`config.mk`:
```
export PLATFORM = sky130hd
export DESIGN_NAME = prio_arbiter_4
export DESIGN_NICKNAME = d
export VERILOG_FILES = /design/src/rtl/prio_arbiter_4.sv
export SDC_FILE = /design/constraint.sdc
export NUM_CORES = 1
export LEC_CHECK = 0
export ABC_AREA = 1
export CAP_MARGIN = 20
export CORE_AREA = 2 2 49 51
export DETAILED_ROUTE_END_ITERATION = 7
export DIE_AREA = 0 0 51 53
export GPL_TIMING_DRIVEN = 0
export HOLD_SLACK_MARGIN = 0.1
export PLACE_DENSITY_LB_ADDON = 0.05
export SLEW_MARGIN = 15
export SYNTH_ARGS = -nofsm -noshare
export SYNTH_HDL_FRONTEND = slang
export SYNTH_SLANG_ARGS = --single-unit
```
`constraint.sdc`:
```
create_clock -name clk -period 3.85 [get_ports clk]
set_input_delay 0.77 -clock clk [delete_from_list [all_inputs] [get_ports clk]]
set_output_delay 0.77 -clock clk [all_outputs]
set_load 0.01 [all_outputs]
```
`src/rtl/prio_arbiter_4.sv`:
```
// Four-requester arbiter: fixed 3>2>1>0 priority with hold timeout and per-requester lockout.
// Define ROUND_ROBIN_EN to rotate priority so the last winner becomes lowest priority.
module prio_arbiter_4 #(
  parameter int unsigned MAX_HOLD = 15,
  parameter int unsigned CNT_W    = 4
) (
  input  logic       clk,
  input  logic       rst,
  input  logic [3:0] req,
  output logic [3:0] gnt,
  output logic [1:0] gnt_id,
  output logic       busy,
  output logic       timeout
);

  localparam int unsigned N_REQ = 4;
  localparam int unsigned ID_W  = 2;

  localparam logic [1:0] ST_IDLE = 2'd0;
  localparam logic [1:0] ST_BUSY = 2'd1;
  localparam logic [1:0] ST_REL  = 2'd2;

  localparam logic             TMO_EN    = (MAX_HOLD != 0);
  localparam logic [CNT_W-1:0] HOLD_LAST = CNT_W'(MAX_HOLD - 1);

  logic [1:0]       state, state_n;
  logic [CNT_W-1:0] hold_cnt, hold_cnt_n;
  logic [N_REQ-1:0] lockout, lockout_n;
  logic [N_REQ-1:0] gnt_n;
  logic [ID_W-1:0]  gnt_id_n;
  logic             busy_n, timeout_n;
  logic [N_REQ-1:0] elig;
  logic [ID_W-1:0]  win;

  assign elig = req & ~lockout;

`ifdef ROUND_ROBIN_EN
  // Rotating priority: search from top downward, modulo 4.
  logic [ID_W-1:0] top;
  logic [ID_W-1:0] idx;
  logic            found;

  always_comb begin
    win   = '0;
    idx   = '0;
    found = 1'b0;
    for (int i = 0; i < N_REQ; i++) begin
      idx = top - ID_W'(i);
      if (!found && elig[idx]) begin
        win   = idx;
        found = 1'b1;
      end
    end
  end

  // Last winner drops to lowest priority.
  always_ff @(posedge clk) begin
    if (rst) begin
      top <= 2'd3;
    end else if (state == ST_IDLE && |elig) begin
      top <= win - 2'd1;
    end
  end
`else
  // Fixed priority encode: highest set index wins.
  always_comb begin
    win = '0;
    for (int i = 0; i < N_REQ; i++) begin
      if (elig[i]) win = ID_W'(i);
    end
  end
`endif

  // Next-state and registered-output logic.
  always_comb begin
    state_n    = state;
    hold_cnt_n = hold_cnt;
    lockout_n  = lockout & req;
    gnt_n      = gnt;
    gnt_id_n   = gnt_id;
    timeout_n  = 1'b0;
    case (state)
      ST_IDLE: begin
        if (|elig) begin
          state_n    = ST_BUSY;
          gnt_n      = 4'b0001 << win;
          gnt_id_n   = win;
          hold_cnt_n = '0;
        end
      end
      ST_BUSY: begin
        if (!req[gnt_id]) begin
          state_n  = ST_REL;
          gnt_n    = '0;
          gnt_id_n = '0;
        end else if (TMO_EN && hold_cnt == HOLD_LAST) begin
          state_n            = ST_REL;
          gnt_n              = '0;
          gnt_id_n           = '0;
          timeout_n          = 1'b1;
          lockout_n[gnt_id]  = 1'b1;
        end else if (hold_cnt != '1) begin
          hold_cnt_n = hold_cnt + CNT_W'(1);
        end
      end
      ST_REL: begin
        state_n = ST_IDLE;
      end
      default: begin
        state_n  = ST_IDLE;
        gnt_n    = '0;
        gnt_id_n = '0;
      end
    endcase
    busy_n = (state_n == ST_BUSY);
  end

  always_ff @(posedge clk) begin
    if (rst) begin
      state    <= ST_IDLE;
      hold_cnt <= '0;
      lockout  <= '0;
      gnt      <= '0;
      gnt_id   <= '0;
      busy     <= 1'b0;
      timeout  <= 1'b0;
    end else begin
      state    <= state_n;
      hold_cnt <= hold_cnt_n;
      lockout  <= lockout_n;
      gnt      <= gnt_n;
      gnt_id   <= gnt_id_n;
      busy     <= busy_n;
      timeout  <= timeout_n;
    end
  end

endmodule

```
* Yosys cells after proc, flatten, opt, wreduce, memory -nomap -nowiden
Index checks and enable logic that the tools add are counted.
Word-level totals: word-level logic and storage cells 63, output and inout bits 8, bits in registers 18, input port bits 6
Operators by class: muxes and demuxes 28, bitwise logic cells 7, equality and inequality tests 10, add/sub/neg operators 1, reduce and logical (&&, ||, !) cells 7, $lt $le $gt $ge 2, shift-type cells 1
Operators with widths (number):
- $mux W4 | 10
- $mux W2 | 8
- $pmux W4 S3 | 1
- $and A4 B4 Y4 | 2
- $ne A2 B2 Y1 const B | 4
- $pmux W4 S2 | 1
- $pmux W2 S3 | 1
- $reduce_and A5 Y1 | 1
- $add A4 B1 Y4 const B | 1
- $eq A2 B1 Y1 const B | 2
- $eq A4 B4 Y1 const B | 1
- $mux W1 | 4
- $ne A4 B4 Y1 const B | 1
- $not A4 Y4 | 1
- $or A4 B4 Y4 | 1
- $pmux W2 S2 | 1
- $reduce_or A4 Y1 | 1
- $shl A1 B2 Y4 const A | 1
- $lt A2 B3 Y1 const B | 1
- $ne A3 B3 Y1 const B | 1
- $not A1 Y1 | 3
- $reduce_and A3 Y1 | 1
- $reduce_or A3 Y1 | 1
- $bmux W1 S2 | 1
- other kinds (6) | 6

* Depth between registers and ports, before layout
Gate-level depths: netlist (run 1).
depth in word-level cells 8, mapped depth 10, depth with buffers taken out 10

* Least setup slack after synthesis (run 1)
No wires, ideal clock.
kind input to register, start point in req[3], end point reg gnt_id[1], cell stages on the path 7, data required time 3.735 ns, path buffers 1, setup time 0.115 ns, arrival 1.445 ns, path slack 2.290 ns, cells stage by stage nand2_1 > nand2_2 > nor2_4 > o21ai_2 > buf_6 > a21oi_1 > nor2_1
Between the ends: longest elaborated chain between the ends 4, elaborated cells between the ends (all ways) 11, those cells by class eq/ne (2); mux (6); bitwise (1); reduce/logical (2)
RTL lines:
- start: declaration | line 9 | input logic [3:0] req,
- $bmux W1 S2 / $and A4 B4 Y4 (equally long branches) | line 92, 35
- $mux W1 (implied by the code), or another cell as far along | line 92 | if (!req[gnt_id]) begin
- $ne A3 B3 Y1 (no source line), or another cell as far along
- $reduce_and A3 Y1 (no source line) / $pmux W2 S3 (equally long branches)
- end signal: assignment | line 132 | gnt_id <= gnt_id_n;
- end: declaration | line 11 | output logic [1:0] gnt_id,
Parallel ways exist; a longest one is shown, timed or not. The select of a mux whose other input is x is not followed. A chain may end at the register's enable or synchronous reset.

* Worst setup path in the final report (run 1)
start point reg gnt_id[1], end point out gnt_id[1]
No word-level cell between the ends.

==> results of run 1 <==
## final cells by class
cell class,count,area share
plain buffers,3,0.03002
multi-input cells,110,0.4731
clock buffers,3,0.01863
inverters,14,0.04348
flip-flops and latches,18,0.2981
repair buffers,13,0.1077
well taps,28,0.02899
## worst max-delay path by stage
stage	startpoint	to	slack (ns)	cells after the start
2_1_floorplan	req[3]	gnt_id[1]$_SDFFE_PP0P_	2.29	7
3_3_place_gp	req[3]	hold_cnt[0]$_SDFFE_PP0P_	1.63	8
3_5_place_dp	req[3]	hold_cnt[0]$_SDFFE_PP0P_	1.60	8
4_1_cts	gnt_id[1]$_SDFFE_PP0P_	gnt_id[1]	1.70	1
5_1_grt	gnt_id[1]$_SDFFE_PP0P_	gnt_id[1]	1.65	1
6_report	gnt_id[1]$_SDFFE_PP0P_	gnt_id[1]	1.71	1
## placed cells by master (no fill, tap or decap), types with 2 or more instances in the layout
master	count
nand2_1	37
nand3_1	25
nor2_1	19
dfxtp_1	18
clkdlybuf4s50_1	13
inv_1	12
a21oi_1	9
nand2_2	4
clkbuf_4	3
nor2_4	2
inv_2	2
buf_6	2
nand3_2	2
ha_1	2
## cell families after synthesis
| group | after synthesis |
|---|---|
| DFF | 18 |
| AOI/OAI and AO/OA | 13 |
| adders and majority gates | 2 |
| buffers and inverters | 17 |
| and+or+nand+nor | 95 |
## state kept, by name (all words and copies together) (netlist names)
| name | cells |
|---|---|
| gnt | 4 |
| state | 2 |
| busy | 1 |
| gnt_id | 2 |
| hold_cnt | 4 |
| lockout | 4 |
| timeout | 1 |
## power breakdown
group          switching [mW]  internal, mW
sequential             0.0283         0.211
clock                  0.0585        0.0364
combinational           0.109        0.0897
total                   0.196         0.337
## routing by layer
metal | part of all wire | vias up | track usage | wire [µm]
li1 | - | 501 | - | -
met1 | 0.52 | 416 | 0.2305 | 1052
met2 | 0.44 | 17 | 0.2727 | 895
met3 | 0.032 | 4 | 0.03672 | 66
met4 | 0.011 | 0 | 0.08108 | 22
met5 | 0 | - | 0 | 0
## metrics by stage
| stage | hold WS [ns] | worst slack [ns] |
|---|---|---|
| after detailed placement | 0.4610 | 1.602 |
| final | 0.4752 | 1.710 |
| after global placement | 0.4576 | 1.629 |
| after floorplan | 0.4471 | 2.290 |
| after CTS | 0.4789 | 1.701 |
| after global routing | 0.4979 | 1.651 |
==> results.toml, run 1 <==
[yosys]
synth_top_family_by_area = "simple AND/OR/NAND/NOR gates"
async_flop_share = 0
mappedNetlistNets = 153
syn_inst = 145
synth_adder_area_share = 0.02451
synth_simple_gate_area_frac = 0.4620
synth.yosys.seq_area_share = 0.3529
netlist_area_um2 = 1021
synth.area.mux_share = 0
synth_ff_type = "dfxtp_1"
ys_top_cells_by_area = "dfxtp_1 (35%), nand2_1 (14%), nand3_1 (12%), nor2_1 (7.0%), a21oi_1 (4.4%)"
synth_compound_area_frac = 0.07353
yosysWarnings = 0
synth_most_common_cell = "nand2_1"
ys_seq_elements = 18
yosysTopAreaCellShare = 0.3529
synth_edf_count = 0
syn_area_per_cell_um2 = 7.041
synth_xor_area_frac = 0
synth_cell_types = 23
synth_top_area_cell = "dfxtp_1"
synth_commonest_cells = "nand2_1 (37), nand3_1 (25), nor2_1 (19)"

[global_route]
grt-ovfl-total = 0
grt_usage = 0.1750
grt_pass1_vias = 842
grt_pass1_wl_um = 3567
grt_start_max_net_pins = 11
antenna_found_initial = 0

[setup_path]
path_buf_inv = 1
path_max_fanout = 7
rr_endpoint = "gnt[2]$_SDFFE_PP0P_"
r2r_start = "hold_cnt[0]$_SDFFE_PP0P_"
crit_chain = "clkdlybuf4s50_1"
required_ns = 3.08
cp-end-kind = "primary output"
crit_type = "flop to primary output"
crit_arrival_ns = 1.37
r2r_slack_ns = 2.36
rr_worst_depth = 7
critPathTopFamily = "buffers and inverters"
critPathMaxStageDelay_ns = 0.59
worstSetupStartpointType = "flop"
critPathSlowestCell = "clkdlybuf4s50_1"

[cells_and_area]
syn_to_final_growth_pct = 18.38
final_area_um2 = 1209
instances_no_fill = 189
layout.nets = 171
multi_input_area_um2 = 571.8
seq_area_um2 = 360.3
antenna_cells = 0
layout-drive-gt1-share = 0.1429
nFillCells = 218
fin_util = 0.5626

[sta]
rsz0062_at_grt = "no"
setup_viol_count_final = 0
finalWorstPathRequiredPeriod_ns = 2.140
slew_headroom = 0.7569
fmax_mhz = 467.3
drv_slew = 0
fin_skew_ns = 0.006677
period_share = 0.5558
hold_viol = 0
fin_setup_tns_ns = 0
tightestPinTransition_ns = 0.3647

[run]
maxCapViolations = 0

[clocking]
clk_pin_slew_ns = 0.11
numClockSinks = 18
cts_resized = 0
cts_max_path_buffers = 2
tritoncts = "built"
cts_root_buffer = "clkbuf_4"
clkLatencyLatePin_ns = 0.29
numCtsBuffers = 3
cts_hold_buffers = 0
htreeDepth = 1
postCtsSetupBuffers = 0

[routing]
first_pass_iters = 4
routed_wl_um = 2037
dr.first_iter.drc_count = 23
wire_per_inst_um = 10.78
viasPerCell = 4.963
drc = 0
num_vias = 938
drtAntennaViolNets = 0

[power_and_ir_drop]
p_total_uw = 533.0
cellPowerDensity_nw_per_um2 = 441.0
power.leakage_nw = 0.5787
ir_drop_mv = 0.3142

[place]
dpl.cell_count = 186
portBuffers = 13
gp_routability_congestion = 0.7958
place_hpwl_um = 1567
post_dp_cell_area_um2 = 1186

[floorplanning]
io-pin-count = 14
initial_utilization = 0.4752
rows = 17
die-width_um = 51
dieArea_um2 = 2703
core-area_um2 = 2148
die_h_um = 53

[min_path]
hold_class = "flop to flop"
holdPathEnd = "lockout[0]$_SDFF_PP0_"
hp-start = "lockout[0]$_SDFF_PP0_"
hold_depth = 2

[run_status]
outcome = "complete, no violations"
(Power assumes the default switching activity.)
==> run 2: changes to the inputs <==
CORE_AREA = 2 2 50 52   (was 2 2 49 51)
DIE_AREA = 0 0 52 54   (was 0 0 51 53)
clock period = 1.85 ns   (was 3.85 ns; I/O delays follow)
==> results.toml, run 2 (synthesized netlist as in run 1, its figures left out) <==
[floorplanning]
initial_utilization = 0.4401
core-area_um2 = 2320
die-width_um = 52
io-pin-count = 14
rows = 18
die_h_um = 54
dieArea_um2 = 2808

[place]
gp_routability_congestion = 0.7886
place_hpwl_um = 1553
dpl.cell_count = 188
portBuffers = 13

[global_route]
antenna_found_initial = 0
grt_start_max_net_pins = 11
grt_pass1_vias = 820
grt_pass1_wl_um = 3519
grt-ovfl-total = 0
grt_usage = 0.1723

[setup_path]
rr_endpoint = "gnt_id[0]$_SDFFE_PP0P_"
crit_arrival_ns = 1.36
rr_worst_depth = 7
critPathTopFamily = "buffers and inverters"
critPathMaxStageDelay_ns = 0.59
crit_type = "flop to primary output"
cp.depth = 1
startpoint = "gnt_id[1]$_SDFFE_PP0P_"
crit_chain = "clkdlybuf4s50_1"
required_ns = 1.48
path_buf_inv = 1
endpoint = "gnt_id[1]"
r2r_start = "hold_cnt[0]$_SDFFE_PP0P_"
path_max_fanout = 7
cp-end-kind = "primary output"
worstSetupStartpointType = "flop"
critPathSlowestCell = "clkdlybuf4s50_1"
r2r_slack_ns = 0.38

[clocking]
cts_max_path_buffers = 2
clkLatencyLatePin_ns = 0.30
cts_resized = 0
cts_root_buffer = "clkbuf_4"
cts_hold_buffers = 0
clk_pin_slew_ns = 0.10
tritoncts = "built"
numClockSinks = 18
postCtsSetupBuffers = 0
htreeDepth = 1
numCtsBuffers = 3

[power_and_ir_drop]
combPwrFrac = 0.356
power.leakage_nw = 0.5859
clkPwrFrac = 0.211
intPower_uw = 745.3
power_frac_seq = 0.432
ir_drop_mv = 0.6116
switchingPower_uw = 403.9
swShare = 0.3515
cellPowerDensity_nw_per_um2 = 938.2

[run_status]
outcome = "complete, no violations"

[cells_and_area]
top_regs = "gnt: 4 flops, hold_cnt: 4 flops, lockout: 4 flops"
layout-drive-gt1-share = 0.1481
syn_to_final_growth_pct = 19.98
multi_input_area_um2 = 571.8
layout.nets = 171
seq_area_um2 = 360.3
layout_commonest_cell = "nand2_1"
nFillCells = 235
instances_no_fill = 192
antenna_cells = 0
final_cell_mix = "nand2_1 (37), nand3_1 (25), nor2_1 (19), dfxtp_1 (18), clkdlybuf4s50_1 (13)"

[sta]
rsz0062_at_grt = "no"
fin_setup_tns_ns = 0
tightestPinTransition_ns = 0.3514
drv_slew = 0
slew_headroom = 0.7654
fmax_mhz = 579.0
whs_ns = 0.4758
finalWorstPathRequiredPeriod_ns = 1.727
period_share = 0.9335
fin_skew_ns = 0.001381
hold_viol = 0
setup_viol_count_final = 0

[routing]
drtAntennaViolNets = 0
num_vias = 920
dr.first_iter.drc_count = 10
wire_per_inst_um = 10.56
viasPerCell = 4.792
first_pass_iters = 2
wl_met3_um = 50
highest_layer = "met4"
drc = 0
routed_wl_um = 2028
wl_met1_um = 986
wl_met2_um = 946

[min_path]
hold_class = "flop to flop"

[run]
maxCapViolations = 0
==> run 2: cell count changes in the layout (fill, tap and decap cells not counted) <==
cell | previous run | this run
clkbuf_8 | 1 | 2
==> run 2: layout make-up <==
cell class	count	share of cell area
Clock buffer	4	0.02962
Timing Repair Buffer	13	0.1062
Buffer	3	0.02962
Inverter	14	0.04290
Sequential cell	18	0.2942
Multi-Input combinational cell	110	0.4668
Tap cell	30	0.03064
==> run 2: how the worst min path moves through the flow <==
stage          slack, ns             startpoint  depth (start not counted)                     to
6_report            0.48  lockout[0]$_SDFF_PP0_                          2  lockout[0]$_SDFF_PP0_
5_1_grt             0.49  lockout[2]$_SDFF_PP0_                          2  lockout[2]$_SDFF_PP0_
4_1_cts             0.48  lockout[0]$_SDFF_PP0_                          2  lockout[0]$_SDFF_PP0_
3_5_place_dp        0.46  lockout[0]$_SDFF_PP0_                          2  lockout[0]$_SDFF_PP0_
3_3_place_gp        0.46  lockout[0]$_SDFF_PP0_                          2  lockout[0]$_SDFF_PP0_
2_1_floorplan       0.44                    rst                          1        busy$_SDFF_PP0_
==> run 2: through the flow <==
| step | power [mW] | util | instance area (µm²) | worst slack [ns] |
|---|---|---|---|---|
| after floorplan | 0.7909 | - | 1021 | 0.5305 |
| after global placement | 0.9127 | 0.5124 | 1189 | 0.02273 |
| after CTS | 1.167 | 0.5280 | 1225 | 0.1051 |
| after global routing | 1.243 | 0.5280 | 1225 | 0.05182 |
| after detailed placement | 0.9163 | 0.5124 | 1189 | 0.01318 |
| final | 1.149 | 0.5280 | 1225 | 0.1230 |
==> run 2: power by group through the flow <==
| stage | Sequential [mW] | Combinational, mW | Clock [mW] |
|---|---|---|---|
| 2_1_floorplan | 0.510 | 0.281 | 0 |
| 3_3_place_gp | 0.505 | 0.408 | 0 |
| 3_5_place_dp | 0.506 | 0.410 | 0 |
| 4_1_cts | 0.497 | 0.413 | 0.256 |
| 5_1_grt | 0.506 | 0.463 | 0.274 |
| 6_report | 0.497 | 0.410 | 0.243 |
==> run 2: per-layer routing <==
layer / track usage / up-vias
li1: - / 505
met1: 0.2064 / 401
met2: 0.2911 / 9
met3: 0.03333 / 5
met4: 0.09211 / 0
met5: 0 / -
==> run 3: changes to the inputs <==
CELL_PAD_IN_SITES_DETAIL_PLACEMENT = 0   (was not set)
CELL_PAD_IN_SITES_GLOBAL_PLACEMENT = 2   (was not set)
CORE_AREA = 2 2 66 68   (was 2 2 50 52)
DIE_AREA = 0 0 68 70   (was 0 0 52 54)
==> results.toml, run 3 (synthesized netlist as in run 1, its figures left out) <==
[run_status]
outcome = "complete, no violations"

[setup_path]
rr_worst_depth = 7
worstSetupStartpointType = "flop"
rr_endpoint = "gnt_id[0]$_SDFFE_PP0P_"
required_ns = 1.48
critPathMaxStageDelay_ns = 0.60
r2r_start = "hold_cnt[0]$_SDFFE_PP0P_"
path_buf_inv = 1
crit_type = "flop to primary output"
cp-end-kind = "primary output"
crit_chain = "clkdlybuf4s50_1"
critPathSlowestCell = "clkdlybuf4s50_1"
critPathTopFamily = "buffers and inverters"
crit_arrival_ns = 1.33
path_max_fanout = 7
r2r_slack_ns = 0.39

[clocking]
cts_max_path_buffers = 2
cts_root_buffer = "clkbuf_8"
numCtsBuffers = 3
cts_hold_buffers = 0
postCtsSetupBuffers = 0
clkLatencyLatePin_ns = 0.25
clk_pin_slew_ns = 0.07
numClockSinks = 18
tritoncts = "built"
htreeDepth = 1
cts_resized = 0

[power_and_ir_drop]
intPower_uw = 769.7
cellPowerDensity_nw_per_um2 = 944.3
ir_drop_mv = 0.2510
power.leakage_nw = 0.5865
switchingPower_uw = 417.7
swShare = 0.3518
clkPwrFrac = 0.230
power_frac_seq = 0.420
combPwrFrac = 0.350

[sta]
fin_skew_ns = 0.001924
finalWorstPathRequiredPeriod_ns = 1.697
fmax_mhz = 589.4
setup_viol_count_final = 0
period_share = 0.9171
slew_headroom = 0.7293
tightestPinTransition_ns = 0.4061
drv_slew = 0
rsz0062_at_grt = "no"
hold_viol = 0
whs_ns = 0.4671
fin_setup_tns_ns = 0

[routing]
wire_per_inst_um = 11.49
dr.first_iter.drc_count = 8
num_vias = 917
routed_wl_um = 2448
drc = 0
first_pass_iters = 4
viasPerCell = 4.305
drtAntennaViolNets = 0

[cells_and_area]
seq_area_um2 = 360.3
syn_to_final_growth_pct = 23.16
layout_commonest_cell = "nand2_1"
multi_input_area_um2 = 571.8
layout.nets = 171
top_regs = "gnt: 4 flops, hold_cnt: 4 flops, lockout: 4 flops"
antenna_cells = 0
nFillCells = 469
final_cell_mix = "nand2_1 (37), nand3_1 (25), nor2_1 (19), dfxtp_1 (18), clkdlybuf4s50_1 (13)"
instances_no_fill = 213
final_area_um2 = 1257
layout-drive-gt1-share = 0.1429

[place]
post_dp_cell_area_um2 = 1216
gp_routability_congestion = 0.7065
portBuffers = 13
dpl.cell_count = 210
place_hpwl_um = 1896

[global_route]
antenna_found_initial = 0
grt_pass1_vias = 880
grt-ovfl-total = 0
grt_pass1_wl_um = 4429
grt_start_max_net_pins = 11
grt_usage = 0.1234

[min_path]
hold_class = "flop to flop"
hold_depth = 2
holdPathEnd = "lockout[0]$_SDFF_PP0_"
hp-start = "lockout[0]$_SDFF_PP0_"

[floorplanning]
die-width_um = 68
io-pin-count = 14
die_h_um = 70
rows = 24
dieArea_um2 = 4760
initial_utilization = 0.2464
core-area_um2 = 4144

[run]
maxCapViolations = 0
## run 3: cell count changes in the layout (fill, tap and decap cells not counted)
cell	before	now
clkbuf_4	3	0
clkbuf_8	2	4
## run 3: power groups by stage
stage / logic [mW] / clock network (mW) / registers, mW
2_1_floorplan: 0.281 / 0 / 0.510
3_3_place_gp: 0.425 / 0 / 0.508
3_5_place_dp: 0.424 / 0 / 0.510
4_1_cts: 0.425 / 0.300 / 0.501
5_1_grt: 0.484 / 0.313 / 0.510
6_report: 0.416 / 0.273 / 0.499
## run 3: through the flow
step | setup WS, ns | utilization | power [mW]
final | 0.1533 | 0.3034 | 1.187
after global routing | 0.08831 | 0.3034 | 1.307
after CTS | 0.1212 | 0.3034 | 1.226
after detailed placement | -0.05301 | 0.2935 | 0.9334
after global placement | -0.03741 | 0.2935 | 0.9334
after floorplan | 0.5305 | - | 0.7909
## run 3: how the worst max path moves through the flow
stage / startpoint / cells past startpoint / end
final: gnt_id[1]$_SDFFE_PP0P_ / 1 / gnt_id[1]
after global routing: req[3] / 8 / hold_cnt[0]$_SDFFE_PP0P_
after CTS: gnt_id[1]$_SDFFE_PP0P_ / 1 / gnt_id[1]
after detailed placement: req[2] / 8 / hold_cnt[0]$_SDFFE_PP0P_
after global placement: req[3] / 8 / hold_cnt[0]$_SDFFE_PP0P_
after floorplan: hold_cnt[0]$_SDFFE_PP0P_ / 7 / gnt_id[1]$_SDFFE_PP0P_
## run 3: layout make-up
class,count,area share
inverter,14,0.04179
buffer,3,0.02886
multi-input combinational,110,0.4547
clock buffer,3,0.03284
timing repair buffer,13,0.1035
tap,52,0.05174
sequential,18,0.2866
## run 3: layer usage
metal,GRT usage,share of wire
met5,0,0
met4,0.04667,0.020
met2,0.1823,0.45
met1,0.1766,0.50
met3,0.02093,0.031
